<file path="config.mk">
export PLATFORM = sky130hd
export DESIGN_NAME = instruction_sequencer
export DESIGN_NICKNAME = d
export VERILOG_FILES = /design/src/rtl/instruction_sequencer.sv
export SDC_FILE = /design/constraint.sdc
export NUM_CORES = 1
export LEC_CHECK = 0
export BUFFER_PORTS_ARGS = -buffer_cell sky130_fd_sc_hd__buf_4
export CAP_MARGIN = 20
export CORE_ASPECT_RATIO = 0.9
export CORE_UTILIZATION = 39
export CTS_CLUSTER_DIAMETER = 40
export DETAILED_ROUTE_END_ITERATION = 6
export PLACE_DENSITY = 0.7
export SYNTH_ARGS = -nofsm -noshare
export SYNTH_HDL_FRONTEND = slang
export SYNTH_SLANG_ARGS = --single-unit
</file>
<file path="constraint.sdc">
create_clock -name clk -period 2.2 [get_ports clk]
set_input_delay 0.66 -clock clk [delete_from_list [all_inputs] [get_ports clk]]
set_output_delay 0.66 -clock clk [all_outputs]
set_load 0.005 [all_outputs]
</file>
<file path="src/rtl/instruction_sequencer.sv">
`default_nettype none
// ============================================================================
// Module      : instruction_sequencer
// Description : Multi-cycle FETCH/DECODE/EXECUTE/MEMORY/WRITEBACK sequencer for
//               an RV32I datapath with memory handshake supervision and traps.
// Revision    : 1.0 - initial release
// ============================================================================
module instruction_sequencer #(
    parameter int TIMEOUT_CYCLES = 16,
    parameter int INSTRET_W      = 32
) (
    input  logic                 clk,
    input  logic                 rst,
    input  logic                 run,
    input  logic                 clear_trap,
    input  logic [6:0]           opcode,
    input  logic                 imem_ack,
    input  logic                 dmem_ack,
    output logic                 imem_req,
    output logic                 ir_en,
    output logic                 dmem_req,
    output logic                 dmem_we,
    output logic                 reg_write_en,
    output logic                 pc_en,
    output logic                 halted,
    output logic [1:0]           trap_cause,
    output logic [2:0]           state,
    output logic [INSTRET_W-1:0] instret
);

    localparam int c_CNT_W = $clog2(TIMEOUT_CYCLES);
    localparam logic [c_CNT_W-1:0] c_CNT_LAST = c_CNT_W'(TIMEOUT_CYCLES - 1);

    localparam logic [2:0] c_IDLE      = 3'd0;
    localparam logic [2:0] c_FETCH     = 3'd1;
    localparam logic [2:0] c_DECODE    = 3'd2;
    localparam logic [2:0] c_EXECUTE   = 3'd3;
    localparam logic [2:0] c_MEMORY    = 3'd4;
    localparam logic [2:0] c_WRITEBACK = 3'd5;
    localparam logic [2:0] c_TRAP      = 3'd6;

    localparam logic [1:0] c_CAUSE_NONE    = 2'b00;
    localparam logic [1:0] c_CAUSE_ILLEGAL = 2'b01;
    localparam logic [1:0] c_CAUSE_IMEM_TO = 2'b10;
    localparam logic [1:0] c_CAUSE_DMEM_TO = 2'b11;

    localparam logic [6:0] c_OP_LOAD   = 7'h03;
    localparam logic [6:0] c_OP_STORE  = 7'h23;
    localparam logic [6:0] c_OP_BRANCH = 7'h63;

    logic [2:0]           r_state;
    logic [c_CNT_W-1:0]   r_wait_cnt;
    logic [1:0]           r_trap_cause;
    logic [INSTRET_W-1:0] r_instret;

    logic [2:0] w_next;
    logic [2:0] w_boundary;
    logic [1:0] w_cause_new;
    logic       w_legal;
    logic       w_expired;
    logic       w_imem_req;
    logic       w_ir_en;
    logic       w_dmem_req;
    logic       w_dmem_we;
    logic       w_reg_write_en;
    logic       w_pc_en;

    always_comb begin
        case (opcode)
            7'h33, 7'h13, 7'h03, 7'h23, 7'h63,
            7'h67, 7'h6F, 7'h17, 7'h37: w_legal = 1'b1;
            default:                    w_legal = 1'b0;
        endcase
    end

    assign w_boundary = run ? c_FETCH : c_IDLE;
    assign w_expired  = (r_wait_cnt == c_CNT_LAST);

    always_comb begin
        w_next         = r_state;
        w_cause_new    = c_CAUSE_NONE;
        w_imem_req     = 1'b0;
        w_ir_en        = 1'b0;
        w_dmem_req     = 1'b0;
        w_dmem_we      = 1'b0;
        w_reg_write_en = 1'b0;
        w_pc_en        = 1'b0;
        case (r_state)
            c_IDLE: begin
                if (run) w_next = c_FETCH;
            end
            c_FETCH: begin
                w_imem_req = 1'b1;
                // An ack arriving in the expiry cycle still counts as success.
                if (imem_ack) begin
                    w_ir_en = 1'b1;
                    w_next  = c_DECODE;
                end else if (w_expired) begin
                    w_next      = c_TRAP;
                    w_cause_new = c_CAUSE_IMEM_TO;
                end
            end
            c_DECODE: begin
                if (w_legal) begin
                    w_next = c_EXECUTE;
                end else begin
                    w_next      = c_TRAP;
                    w_cause_new = c_CAUSE_ILLEGAL;
                end
            end
            c_EXECUTE: begin
                if (opcode == c_OP_LOAD || opcode == c_OP_STORE) begin
                    w_next = c_MEMORY;
                end else if (opcode == c_OP_BRANCH) begin
                    w_pc_en = 1'b1;
                    w_next  = w_boundary;
                end else begin
                    w_next = c_WRITEBACK;
                end
            end
            c_MEMORY: begin
                w_dmem_req = 1'b1;
                w_dmem_we  = (opcode == c_OP_STORE);
                if (dmem_ack) begin
                    if (opcode == c_OP_STORE) begin
                        w_pc_en = 1'b1;
                        w_next  = w_boundary;
                    end else begin
                        w_next = c_WRITEBACK;
                    end
                end else if (w_expired) begin
                    w_next      = c_TRAP;
                    w_cause_new = c_CAUSE_DMEM_TO;
                end
            end
            c_WRITEBACK: begin
                w_reg_write_en = 1'b1;
                w_pc_en        = 1'b1;
                w_next         = w_boundary;
            end
            c_TRAP: begin
                if (clear_trap) w_next = c_IDLE;
            end
            default: begin
                w_next      = c_TRAP;
                w_cause_new = c_CAUSE_ILLEGAL;
            end
        endcase
    end

    always_ff @(posedge clk) begin
        if (rst) begin
            r_state      <= c_IDLE;
            r_wait_cnt   <= '0;
            r_trap_cause <= c_CAUSE_NONE;
            r_instret    <= '0;
        end else begin
            r_state <= w_next;

            if (w_next == c_TRAP && r_state != c_TRAP) begin
                r_trap_cause <= w_cause_new;
            end else if (r_state == c_TRAP && clear_trap) begin
                r_trap_cause <= c_CAUSE_NONE;
            end

            // Counter is zero outside the wait states and on ack, so every
            // entry into FETCH/MEMORY starts a fresh count.
            if ((w_imem_req && !imem_ack) || (w_dmem_req && !dmem_ack)) begin
                r_wait_cnt <= r_wait_cnt + c_CNT_W'(1);
            end else begin
                r_wait_cnt <= '0;
            end

            if (w_pc_en) begin
                r_instret <= r_instret + INSTRET_W'(1);
            end
        end
    end

    assign imem_req     = w_imem_req;
    assign ir_en        = w_ir_en;
    assign dmem_req     = w_dmem_req;
    assign dmem_we      = w_dmem_we;
    assign reg_write_en = w_reg_write_en;
    assign pc_en        = w_pc_en;
    assign halted       = (r_state == c_TRAP);
    assign trap_cause   = r_trap_cause;
    assign state        = r_state;
    assign instret      = r_instret;

endmodule
`default_nettype wire

</file>
==> impl_metrics.tcl <==
set metrics [dict create \
    synth.cell_area_um2 2340 \
    timing.critical_path.buf_inv 2 \
    critical-path-slowest-cell "or4b_4" \
    final.min_clock_period_ns 2.49 \
    synthMostInstantiatedCell "dfxtp_1" \
    violations "setup timing" \
    port_buffers 56 \
    routed-via-count 2351 \
    power_per_cell_area_nw_per_um2 516 \
    timing.critical_path.max_delay_family "simple AND/OR/NAND/NOR gates" \
    syn-num-nets 300 \
    ys_seq_area_frac 0.351 \
    die_h_um 75.4 \
    detail_route.wl_per_cell_um 13.6 \
    hp-class "reg -> reg" \
    design.core.area_um2 5730 \
    grt_pass1_wl_mm 9.12 \
    synth.cells.most_frequent "dfxtp_1 (41), a21oi_1 (28), nor2_1 (22), o21ai_0 (21), nand2_1 (20)" \
    timing.critical_path.depth 5 \
    antenna_cells 0 \
    finalCritPeriodShare 1.13 \
    viasPerCell 5.44 \
    largest_net_degree_at_the_start_of_global_routing 41 \
    rsz0062_at_grt "true" \
    fmaxAchievable_mhz 401 \
    peakVddDrop_uv 564 \
    synth.largest_area_cell "dfxtp_1" \
    whs_path_depth 1 \
    post-place-ws_ns -0.341 \
    antenna_found_initial 0 \
    wl_mm 5.87 \
    finish.cell_count_without_fillers 432 \
    clock_transition_time_at_the_flip_flop_clock_pins_of_the_worst_setup_and_hold_paths_ns 0.07 \
    num_rows 26 \
    worstPathRequired_ns 1.54 \
    max_cap_viol_count 0 \
    ys_ff_latch 41 \
    area.growth.synth_to_final_pct 35.7 \
    drc_errors 0 \
    place.gp.congestion 0.758 \
    synthDistinctLibCells 56 \
    grt-ovfl-total 0 \
    ctsLongestPathBuffers 2 \
    worst_pin_slew_ns 0.502 \
    synth.top_cells.by_area "dfxtp_1 (35%), a21oi_1 (6.0%), or3_1 (4.8%)" \
    numCtsBuffers 5 \
    first_global_vias 1913 \
    fp.dieArea_um2 6310 \
    cts_tree "yes" \
    finalSetupViolCount 2 \
    ys_warn_count 0 \
    start_util 0.408 \
    cts.sink_count 41 \
    worst_ep_arrival_time_ns 1.83 \
    clock_skew_ns 0.00535 \
    root_buffer "clkbuf_8" \
    syn-mean-instance-area_um2 8.20 \
    whs_ns 0.454 \
    synth-edff-count 0 \
    detailed_placement_hpwl_mm 4.12 \
    endpoint_kind "primary output" \
    nNetsFinal 377 \
    grt_util_all_layers 0.178 \
    insertion_delay_ns 0.28 \
    place_inst 420 \
    outcome "finished, violations left" \
    detailedRoute.firstIterationViolations 143 \
    synth_cells 285 \
    htree_levels 2 \
    num_io_pins 57 \
    floorplan.die.width_um 83.6 \
    layout_setup_ws_ns -0.292 \
    rr_worst_depth 6 \
    report.final.hold_viol_count 0 \
    worstPathCellList "buf_6 > or4b_4 > or3_4 > nor2_2 > buf_4" \
    slew_violations 0 \
    setup.worst_path.start_class "primary input" \
    crit_type "in -> out" \
    crit_path_max_fo 2 \
    detailedRoute.firstPassIterationCount 4 \
    timing.critical_path.slowest_cell_delay_ns 0.54 \
    proportion_of_layout_cells_with_a_drive_suffix_above_1 0.329 \
    synthDominantCellAreaShare 0.351 \
    leakage_nw 1.23 \
    async_flop_share 0 \
    antenna_left 0 \
    maxSlewHeadroom 0.662 \
    ys.flop_type "dfxtp_1" \
    post_cts_hold_buffer_count 0 \
]
-- final cells by class --
cell class              instances  area (um2)
fillers                       538        2550
inverters                       8        30.0
clock buffers                   5        68.8
clock inverters                 2        35.0
well taps                      70        87.6
multi-input cells             223        1490
repair buffers                 83         636
flip-flops and latches         41         822
-- stage by stage --
| step | instance area (um2) | utilization | power, W | TNS [ns] |
|---|---|---|---|---|
| after CTS | 3120 | 0.545 | 0.00165 | -0.532 |
| after global routing | 3170 | 0.554 | 0.00172 | -0.495 |
| after detailed placement | 2950 | 0.516 | 0.00106 | -5.71 |
| final | 3170 | 0.554 | 0.00164 | -0.435 |
| after floorplan | 2350 | - | 0.000953 | -0.232 |
| after global placement | 2950 | 0.516 | 0.00106 | -4.90 |
-- sequential cells by signal, indices dropped and copies added (netlist names) --
name        flops
instret        32
r_wait_cnt      4
state           3
trap_cause      2
-- metal layers --
layer,track usage,vias up,wire length (um)
met1,0.250,1090,2890
met5,0,-,0
met2,0.284,49,2690
met3,0.0401,6,250
met4,0.0377,0,43
li1,-,1206,-
-- placed cells by master, fill, tap and decap left out, types with 3 or more instances in the layout --
master / count
and3_1: 5
inv_1: 6
a31oi_1: 3
nor4_1: 7
nand4_4: 3
buf_6: 4
nand2b_1: 9
o21ai_0: 20
a21oi_1: 26
clkbuf_8: 5
buf_4: 78
or3_4: 4
or3_1: 16
nand3_1: 16
xor2_1: 3
xnor2_1: 10
nor2b_1: 4
nand2_1: 19
nor3_1: 4
nand4_1: 5
dfxtp_1: 40
nor2_1: 21
-- worst register-to-register path: cells and delay by family (launching register included) --
| family | cells | cell delay (ns) |
|---|---|---|
| AO/OA/AOI/OAI | 1 | 0.13 |
| adder cells (fa/ha/maj) | 1 | 0.23 |
| AND/OR/NAND/NOR | 4 | 1.14 |
| flip-flops | 1 | 0.42 |
-- cell families after synthesis --
logic type      Yosys count  share of synthesized area
buf+inv                  23                     0.0476
mux                       1                    0.00482
flops                    41                      0.351
compound gates           72                      0.202
simple gates            133                      0.335
xor+xnor                 13                     0.0487
fa+ha+maj                 2                     0.0107
-- repair_timing --
action	CTS	global route
resized for setup	11	9
hold endpoints to repair	0	0
gates cloned	1	2
pin swaps	5	10
endpoints found under the setup margin	3	18
setup buffers	2	2
-- where the power goes --
group | switching, W | internal, W
Sequential | 0.0000109 | 0.000757
Combinational | 0.000156 | 0.000142
Clock | 0.000241 | 0.000330
Total | 0.000408 | 0.00123
-- worst paths after layout --
check / startpoint / slack (ns) / end
setup / recovery: opcode[2] / -0.29 / dmem_we
hold / removal: r_wait_cnt[0] / 0.45 / r_wait_cnt[0]
setup reg to reg: instret[0] / 0.22 / instret[28]
hold reg to reg: r_wait_cnt[0] / 0.45 / r_wait_cnt[0]
Note: power is estimated with default switching activity, not from simulation.
